File: src/rtl/conv_psum_seq.sv
// conv_psum_seq
//   Sequencer for the row-organised conv partial-sum buffer. One layer tile is
//   handled per start:
//     1. ACCUM: accepts PE-array psum rows and steps the buffer write-row
//        pointer over num_passes input-channel passes. Pass 0 overwrites a row
//        and later passes accumulate into it.
//     2. Drain: reads the ROWS finished rows back out one at a time and
//        presents each row to the downstream stage.
//     3. DONE: pulses done for one cycle.
//
// Handshakes (strict valid/ready):
//   A transfer happens on a rising clk edge where valid and ready are both 1.
//   A producer holds valid and its payload stable until that transfer.
//   Ready may depend combinationally on state only. It never depends on valid.
//
// Ports
//   clk, rst_n            clock (rising edge), asynchronous active-low reset
//   start, num_passes     begin a tile (sampled in IDLE); pass count (0 -> 1)
//   psum_valid/ready      PE-array psum row handshake
//   buf_wr_en/row/acc     buffer write strobe, row, 0 overwrite / 1 accumulate
//   buf_rd_en/row         buffer read strobe and row (data valid next cycle)
//   out_valid/ready       drained-row handshake to downstream
//   out_row, out_last     index of the presented row, flag for row ROWS-1
//   busy, done            tile in progress; one-cycle end-of-tile pulse
//   stall_cnt             only with CONV_PSUM_STALL_CNT_EN defined. It counts
//                         downstream stall cycles and starved ACCUM cycles.
//                         It saturates at 16'hFFFF.
//
// Optional feature macro: CONV_PSUM_STALL_CNT_EN

module conv_psum_seq #(
  parameter int ROWS   = 10,
  parameter int ROW_W  = 4,
  parameter int PASS_W = 4
) (
  input  logic              clk,
  input  logic              rst_n,
  input  logic              start,
  input  logic [PASS_W-1:0] num_passes,
  input  logic              psum_valid,
  output logic              psum_ready,
  output logic              buf_wr_en,
  output logic [ROW_W-1:0]  buf_wr_row,
  output logic              buf_acc,
  output logic              buf_rd_en,
  output logic [ROW_W-1:0]  buf_rd_row,
  output logic              out_valid,
  input  logic              out_ready,
  output logic [ROW_W-1:0]  out_row,
  output logic              out_last,
  output logic              busy,
  output logic              done
`ifdef CONV_PSUM_STALL_CNT_EN
  ,
  output logic [15:0]       stall_cnt
`endif
);

  typedef enum logic [2:0] {
    S_IDLE     = 3'd0,
    S_ACCUM    = 3'd1,
    S_RD_ISSUE = 3'd2,
    S_RD_OUT   = 3'd3,
    S_DONE     = 3'd4
  } state_t;

  localparam logic [ROW_W-1:0] LAST_ROW = ROW_W'(ROWS - 1);

  state_t              state, state_nxt;
  logic [ROW_W-1:0]    wr_row;
  logic [ROW_W-1:0]    rd_row;
  logic [PASS_W-1:0]   pass_cnt;
  logic [PASS_W-1:0]   passes;

  logic start_ok;
  logic beat;
  logic row_wrap;
  logic last_pass;
  logic out_hs;

  assign start_ok  = (state == S_IDLE) && start;
  assign beat      = (state == S_ACCUM) && psum_valid;
  assign row_wrap  = (wr_row == LAST_ROW);
  assign last_pass = (pass_cnt == passes - PASS_W'(1));
  assign out_hs    = (state == S_RD_OUT) && out_ready;

  // State register
  always_ff @(posedge clk or negedge rst_n) begin
    if (!rst_n) state <= S_IDLE;
    else        state <= state_nxt;
  end

  // Next state and outputs. Every strobe and row output defaults to 0, so row
  // buses read 0 whenever their strobe is low.
  always_comb begin
    state_nxt  = state;
    psum_ready = 1'b0;
    buf_wr_en  = 1'b0;
    buf_wr_row = '0;
    buf_acc    = 1'b0;
    buf_rd_en  = 1'b0;
    buf_rd_row = '0;
    out_valid  = 1'b0;
    out_row    = '0;
    out_last   = 1'b0;
    done       = 1'b0;
    busy       = (state != S_IDLE);
    case (state)
      S_IDLE: begin
        if (start) state_nxt = S_ACCUM;
      end
      S_ACCUM: begin
        psum_ready = 1'b1;
        if (psum_valid) begin
          buf_wr_en  = 1'b1;
          buf_wr_row = wr_row;
          buf_acc    = (pass_cnt != '0);
          if (row_wrap && last_pass) state_nxt = S_RD_ISSUE;
        end
      end
      S_RD_ISSUE: begin
        buf_rd_en  = 1'b1;
        buf_rd_row = rd_row;
        state_nxt  = S_RD_OUT;
      end
      S_RD_OUT: begin
        out_valid = 1'b1;
        out_row   = rd_row;
        out_last  = (rd_row == LAST_ROW);
        if (out_ready) state_nxt = (rd_row == LAST_ROW) ? S_DONE : S_RD_ISSUE;
      end
      S_DONE: begin
        done      = 1'b1;
        state_nxt = S_IDLE;
      end
      default: state_nxt = S_IDLE;
    endcase
  end

  // Row and pass counters. A num_passes of 0 is latched as 1 pass.
  always_ff @(posedge clk or negedge rst_n) begin
    if (!rst_n) begin
      wr_row   <= '0;
      rd_row   <= '0;
      pass_cnt <= '0;
      passes   <= PASS_W'(1);
    end else begin
      if (start_ok) begin
        passes   <= (num_passes == '0) ? PASS_W'(1) : num_passes;
        wr_row   <= '0;
        rd_row   <= '0;
        pass_cnt <= '0;
      end else if (beat) begin
        if (row_wrap) begin
          wr_row <= '0;
          // pass_cnt stays on the final pass; it never exceeds passes-1
          if (!last_pass) pass_cnt <= pass_cnt + PASS_W'(1);
        end else begin
          wr_row <= wr_row + ROW_W'(1);
        end
      end
      if (out_hs && (rd_row != LAST_ROW)) rd_row <= rd_row + ROW_W'(1);
    end
  end

`ifdef CONV_PSUM_STALL_CNT_EN
  logic stall_inc;
  assign stall_inc = ((state == S_RD_OUT) && !out_ready) ||
                     ((state == S_ACCUM) && !psum_valid);

  always_ff @(posedge clk or negedge rst_n) begin
    if (!rst_n)                                 stall_cnt <= '0;
    else if (start_ok)                          stall_cnt <= '0;
    else if (stall_inc && (stall_cnt != 16'hFFFF)) stall_cnt <= stall_cnt + 16'd1;
  end
`endif

endmodule
File: config.mk
export PLATFORM = sky130hd
export DESIGN_NAME = conv_psum_seq
export DESIGN_NICKNAME = d
export VERILOG_FILES = /design/src/rtl/conv_psum_seq.sv
export SDC_FILE = /design/constraint.sdc
export NUM_CORES = 1
export LEC_CHECK = 0
export ABC_AREA = 0
export CORE_AREA = 4 4 63 65
export CTS_BUF_LIST = sky130_fd_sc_hd__clkbuf_4
export CTS_CLUSTER_SIZE = 24
export DETAILED_ROUTE_END_ITERATION = 12
export DIE_AREA = 0 0 67 69
export PLACE_DENSITY = 0.7
export REMOVE_ABC_BUFFERS = 1
export SLEW_MARGIN = 20
export SYNTH_ARGS = -nofsm -noshare
export SYNTH_HDL_FRONTEND = slang
export SYNTH_SLANG_ARGS = --single-unit
File: constraint.sdc
create_clock -name clk -period 1.9 [get_ports clk]
set_input_delay 0.19 -clock clk [delete_from_list [all_inputs] [get_ports clk]]
set_output_delay 0.19 -clock clk [all_outputs]
set_load 0.1 [all_outputs]
==> results.md, run 1 <==
* Most common cell after layout, fill and taps aside: buf_12
* Pint at roughly 1400 µW
* # IOs at 29
* Die Y at 69 µm
* Vias in the first global route at between 1000 and 1500
* Comb pwr share at 67.5%
* FF+latch count, synth at 19
* Worst path top cell family by delay: flip-flops
* Final setup fails at 0
* Pre-Repair DR Iteration Count at 4
* Worst Path Required at 2080 ps
* GRT overflow at 0
* CTS clk-pin slew, worst paths at approximately 110 ps
* Via count at 1336
* Drt total wl at 3710 µm
* Cell Area, Synth at 0.00131 mm²
* Worst EP arrival at roughly 2000 ps
* Buffers & Inverters on Critical Path at 1
* Pins Over Slew Limit at 0
* Part of the power in registers at roughly a quarter
* Syn_area_per_cell at 8.78 µm²
* Tmin final at between 1500 and 2000 ps
* Routability congestion estimate at 0.850
* CTS tree: yes
* Fin Clk Skew at 0.576 ps
* Lkg Pwr at roughly 0.00092 µW
* ANT nets after route at 0
* Sequential area share after synthesis at 36.5%
* RSZ-0062 raised after global routing: true
* DR WL/cell at 15.5 µm
* Critical path capture point type: flop
* Cell Rows at 21
* Initial antenna violation count at 0
* Share of the synthesized area in the top cell type at 34.4%
* Drt drc at 0
* Syn. warnings at 0
* Starting Density at 39.2%
* Synth area leader: dfrtp_1
* Switch Pwr at 1450 µW
* Distinct cells, synth at 43
* H-tree lvl count at 1
* CTS Buf Count at 3
* Top post-synthesis cells by area: dfrtp_1 (34%), o21ai_0 (5.0%), ha_1 (4.8%)
* Crit-path max FO at 6
* Switching Fraction at 50.4%
* Critical path cell sequence: inv_2 > ha_4 > xor2_1 > nand2_2 > o2111a_1 > or3_1
* Slew at the pin with the worst max-slew slack at 429 ps
* Worst setup path class: flop to flop
* Largest net degree at the start of global routing at 20
* Max-Slew Margin vs Limit at 71.3%
* GRT Total Usage at 17.5%
* Max-cap violations at 0
* Root Driver: clkbuf_4
* Worst path slowest cell: dfstp_2
* Most frequent cells in the layout: buf_12 (20), dfrtp_1 (17), buf_4 (17)
* Global-route wire length before repair at 6530 µm
* Hpwl dp at 2870 µm
* Clock Latency Late Sink at between 200 and 300 ps
* Synthesized instance count at 149
* Worst VDD drop at around 0.82 mV
* Final period util at 97.0%
* Startpoint types: flop
* Hold Violations, Final at 0
* Full die area at around 0.0046 mm²
* DRT iter0 DRCs at 53
* Power per cell area at 1390 mW/mm²
* Outcome: finished, final reports clean
* Area Growth Syn to Fin at 57.6%
* Hold WC Path Type: input pin to asynchronous set/reset pin
* Tot Pwr at around 2900 µW
* DR vias/cell at 5.57
* N_diodes at 0
* Power share of the clock group at 7.8%
* Longest Clk Path Bufs at 2
* Clock sink count at 19
* Hold_ws at 242 ps
* DIE WIDTH at roughly 67 µm
* Share of cells above drive strength 1 at 31.4%
* Core footprint at around 0.0033 mm²
* Nets@finish at 209
* Fmax at 0.543 GHz
* PortBufs at 28
* Total Neg Setup Slack at 0 ps
* Hold_buf cts at 0
* Max incr delay on CP at 550 ps
-- cell type report --
class	count	area, µm²
fill	280	1280
clock buffer	4	30.0
inverter	9	41.3
sequential	19	478
tap	46	57.6
multi-input combinational	117	846
timing repair buffer	45	608
-- per-layer routing --
metal | GRT usage [%] | vias to the layer above | routed length, µm | share of wire (%)
li1 | - | 623 | - | -
met1 | 22.1 | 641 | 1370 | 37
met2 | 29.7 | 64 | 2010 | 54
met3 | 3.57 | 8 | 273 | 7.4
met4 | 4.73 | 0 | 61 | 1.6
met5 | 0 | - | 0 | 0
-- sequential cells by signal (all words and copies together) (netlist names) --
signal and flops:
pass_cnt 4, passes 4, rd_row 4, wr_row 4, state 3
-- timing repair --
item	CTS	global route
endpoints found under the setup margin	8	17
endpoints found under the hold margin	0	0
gates resized for setup	10	9
buffers inserted	1	3
gates cloned	0	0
pin swaps	2	3
-- cells by family after synthesis --
logic type / Yosys count / share of synthesized area, %
compound gates: 25 / 12.3
xor+xnor: 8 / 6.51
fa+ha+maj: 5 / 4.78
buf+inv: 13 / 4.40
flops: 19 / 36.5
mux: 3 / 2.30
simple gates: 76 / 33.2
-- synthesized netlist by cell type, drive strengths merged --
master / number
xor2: 4
o21ai: 13
nor2b: 3
o2bb2ai: 1
or3: 3
or4b: 1
a21o: 1
mux2i: 3
o31ai: 2
nand4bb: 2
ha: 5
o311ai: 1
dfstp: 1
a2bb2oi: 2
o2111a: 1
nor4: 2
and2b: 1
a21oi: 2
xnor2: 3
nand2: 16
clkbuf: 2
nor2: 10
xor3: 1
buf: 2
nor4b: 1
or4: 2
inv: 9
o31a: 1
and4b: 1
nand2b: 1
and4: 1
dfrtp: 18
nand3: 10
and3: 4
and2: 6
a31o: 1
nor3: 5
nand3b: 4
nor3b: 2
nor4bb: 1
-- worst register-to-register path: cells and delay by family (launching register included) --
kind | cells | cell delay (ps)
flops | 1 | 550
simple gates | 2 | 450
fa+ha+maj | 1 | 260
compound gates | 1 | 260
xor+xnor | 1 | 160
buf+inv | 1 | 50
-- through the flow --
| stage | setup slack [ps] | utilization [%] | instance area (µm²) | std cells |
|---|---|---|---|---|
| 2_1_floorplan | -993 | - | 1280 | 145 |
| 3_3_place_gp | -13.7 | 57.9 | 1930 | 233 |
| 3_5_place_dp | -104 | 57.9 | 1930 | 233 |
| 4_1_cts | 10.5 | 60.0 | 2000 | 238 |
| 5_1_grt | -19.2 | 61.8 | 2060 | 240 |
| 6_report | 57.1 | 61.8 | 2060 | 240 |
-- worst paths after layout --
| path | cells after the start | slack [ps] | from | end |
|---|---|---|---|---|
| min in group clk | 3 | 450 | num_passes[2] | passes[2] |
| max | 6 | 60 | passes[0] | pass_cnt[2] |
| max in group asynchronous | 2 | 1390 | rst_n | passes[0] |
| min reg2reg | 2 | 520 | passes[3] | passes[3] |
| max reg2reg | 6 | 60 | passes[0] | pass_cnt[2] |
| min | 2 | 240 | rst_n | wr_row[2] |
-- power groups by stage --
stage	Clock [µW]	Sequential, µW	Combinational [µW]
after floorplan	0	686	1110
after global placement	0	695	1710
after detailed placement	0	707	1780
after CTS	225	701	1850
after global routing	248	735	2080
final	223	712	1940
(Power assumes the default switching activity.)
==> run 2, diff against run 1 <==
--- a/config.mk
+++ b/config.mk
@@ -6,14 +6,15 @@
 export NUM_CORES = 1
 export LEC_CHECK = 0
 export ABC_AREA = 0
-export CORE_AREA = 4 4 63 65
+export CORE_AREA = 4 4 52 78
 export CTS_BUF_LIST = sky130_fd_sc_hd__clkbuf_4
 export CTS_CLUSTER_SIZE = 24
 export DETAILED_ROUTE_END_ITERATION = 12
-export DIE_AREA = 0 0 67 69
-export PLACE_DENSITY = 0.7
+export DIE_AREA = 0 0 56 82
+export PLACE_DENSITY = 0.77
 export REMOVE_ABC_BUFFERS = 1
 export SLEW_MARGIN = 20
 export SYNTH_ARGS = -nofsm -noshare
 export SYNTH_HDL_FRONTEND = slang
 export SYNTH_SLANG_ARGS = --single-unit
+export TNS_END_PERCENT = 50
==> run 2 against run 1 <==
Effect of this change: critical path depth decreased by 2; via count decreased by 4.2%; count of clock-buffer cells in the layout decreased by 1; total power increased by 1.9%; worst hold slack got worse by 48 ps; sequential share of layout area decreased by 0.34 points; largest power group unchanged; highest routed layer unchanged.
==> results.md, run 2 (synthesis results as in run 1) <==
* Outcome: finished, final reports clean
* Hold WC Path Type: input pin to asynchronous set/reset pin
* Largest net degree at the start of global routing at 20
* Worst path top cell family by delay: simple AND/OR/NAND/NOR gates
* CTS tree: yes
* Full die area at 0.00459 mm²
* Drt drc at 0
* Lkg Pwr at 0.000943 µW
* Drt total wl at around 3400 µm
* Pre-CTS WS at -56.0 ps
* Root Driver: clkbuf_4
* Initial antenna violation count at 0
* Hold Violations, Final at 0
* Pre-Repair DR Iteration Count at 4
* Max incr delay on CP at 690 ps
* Clock sink count at 19
* Via count at 1280
* Part of the power in registers at between 20% and 30%
* Most used routing layer: met2
* Worst Path Required at 2100 ps
* CTS clk-pin slew, worst paths at 130 ps
* Area of the multi-input gates at 847 µm²
* Met2 usage at 31.1%
* DP Area at a little under 0.002 mm²
* Power per cell area at 1400 mW/mm²
* Most common cell after layout, fill and taps aside: buf_4
* Final period util at 96.6%
* Fin util at 61.6%
* Cell Rows at 26
* Share of cells above drive strength 1 at roughly a third
* Power share of the clock group at 7.3%
* Fill cells at roughly 290
* Switching Fraction at 49.6%
* Final setup fails at 0
* DR vias/cell at about 5.3
* RSZ-0062 raised after global routing: true
* H-tree lvl count at 1
* Hpwl dp at 2590 µm
* GRT overflow at 0
* Clock Latency Late Sink at 310 ps
* Slew at the pin with the worst max-slew slack at 454 ps
* Most frequent cells in the layout: buf_4 (22), buf_12 (20), dfrtp_1 (18)
* Tmin final at 1830 ps
* # IOs at 29
* Startpoint types: flop
* Core footprint at 0.00338 mm²
* DIE WIDTH at 56 µm
* Fin Clk Skew at 13.9 ps
* GRT Total Usage at around 16%
* Critical path capture point type: flop
* Tot Pwr at 2930 µW
* Die Y at 82 µm
* Reg area at 477 µm²
* PortBufs at 28
* Area Growth Syn to Fin at 59.5%
* Worst EP arrival at between 2000 and 2500 ps
* DR WL/cell at 14.1 µm
* Fmax at 0.545 GHz
* Crit-path max FO at 8
* Final worst-path setup slack at 65.2 ps
* Met3 GRT Util at 2.20%
* Buffers & Inverters on Critical Path at 0
* Comb pwr share at 69.9%
* Reg2Reg Setup Slack at 70 ps
* Routability congestion estimate at 0.876
* Pins Over Slew Limit at 0
* ANT nets after route at 0
* Post-Layout Inst Area at 0.00209 mm²
* CTS Buf Count at 3
* Critical path cell sequence: or4b_1 > nand3b_1 > mux2i_1 > or3_1
* Max-cap violations at 0
* Max-Slew Margin vs Limit at 69.6%
* Pint at 1480 µW
* Switch Pwr at 1450 µW
* Global-route wire length before repair at 5770 µm
* Nets@finish at 214
* Met1 usage at between 15 and 20%
* Starting Density at between 30% and 40%
* Worst path slowest cell: or4b_1
* Longest Clk Path Bufs at 2
* Worst VDD drop at 0.729 mV
* Total Neg Setup Slack at 0 ps
* Worst setup path class: flop to flop
* Vias in the first global route at 1320
* DRT iter0 DRCs at 18
* N_diodes at 0
[run 2: changes by cell type in the layout (fill, tap and decap cells not counted), sizes merged]
cell / delta
clkbuf: -1
buf: +5
inv: +1
[run 2: cell type report]
class                   instances  share of cell area [%]
multi-input cells             117                    40.6
repair buffers                 50                    31.0
flip-flops and latches         19                    22.9
well taps                      42                    2.52
inverters                       9                    1.74
clock buffers                   3                    1.08
clock inverters                 1                   0.240
[run 2: power groups by stage]
stage / combinational (µW) / sequential [µW] / clock, µW
6_report: 2050 / 666 / 215
5_1_grt: 2220 / 683 / 242
4_1_cts: 1910 / 658 / 220
3_5_place_dp: 1890 / 666 / 0
3_3_place_gp: 1860 / 661 / 0
2_1_floorplan: 1110 / 686 / 0
[run 2: through the flow]
stage	hold slack (ps)	std cells
global placement	480	236
finish	194	241
CTS	197	240
detailed placement	487	236
floorplan	-106	145
global route	205	241
[run 2: metal layers]
metal	wire, µm	vias to the layer above
met5	0	-
met4	40	0
met3	104	4
met2	1940	23
met1	1310	617
li1	-	636
[run 2: what timing repair did]
action / 4_1_cts / 5_1_grt
endpoints found under the hold margin: 0 / 0
setup buffers: 0 / 1
pin swaps: 0 / 5
endpoints found under the setup margin: 2 / 17
hold buffers: 0 / 0
resized for setup: 1 / 14
[run 2: final timing paths]
| kind | depth (start not counted) | from | to |
|---|---|---|---|
| setup reg to reg | 4 | state[2] | pass_cnt[2] |
| min in group clk | 3 | num_passes[2] | passes[2] |
| hold / removal | 2 | rst_n | rd_row[3] |
| setup / recovery | 4 | state[2] | pass_cnt[2] |
| hold reg to reg | 2 | passes[3] | passes[3] |
| max in group asynchronous | 2 | rst_n | passes[0] |
[run 2: worst reg2reg max path, stage by stage (launching register included)]
cell      delay (ps)
dfrtp_1          440
or4b_1           690
nand3b_1         140
mux2i_1           80
or3_1            380
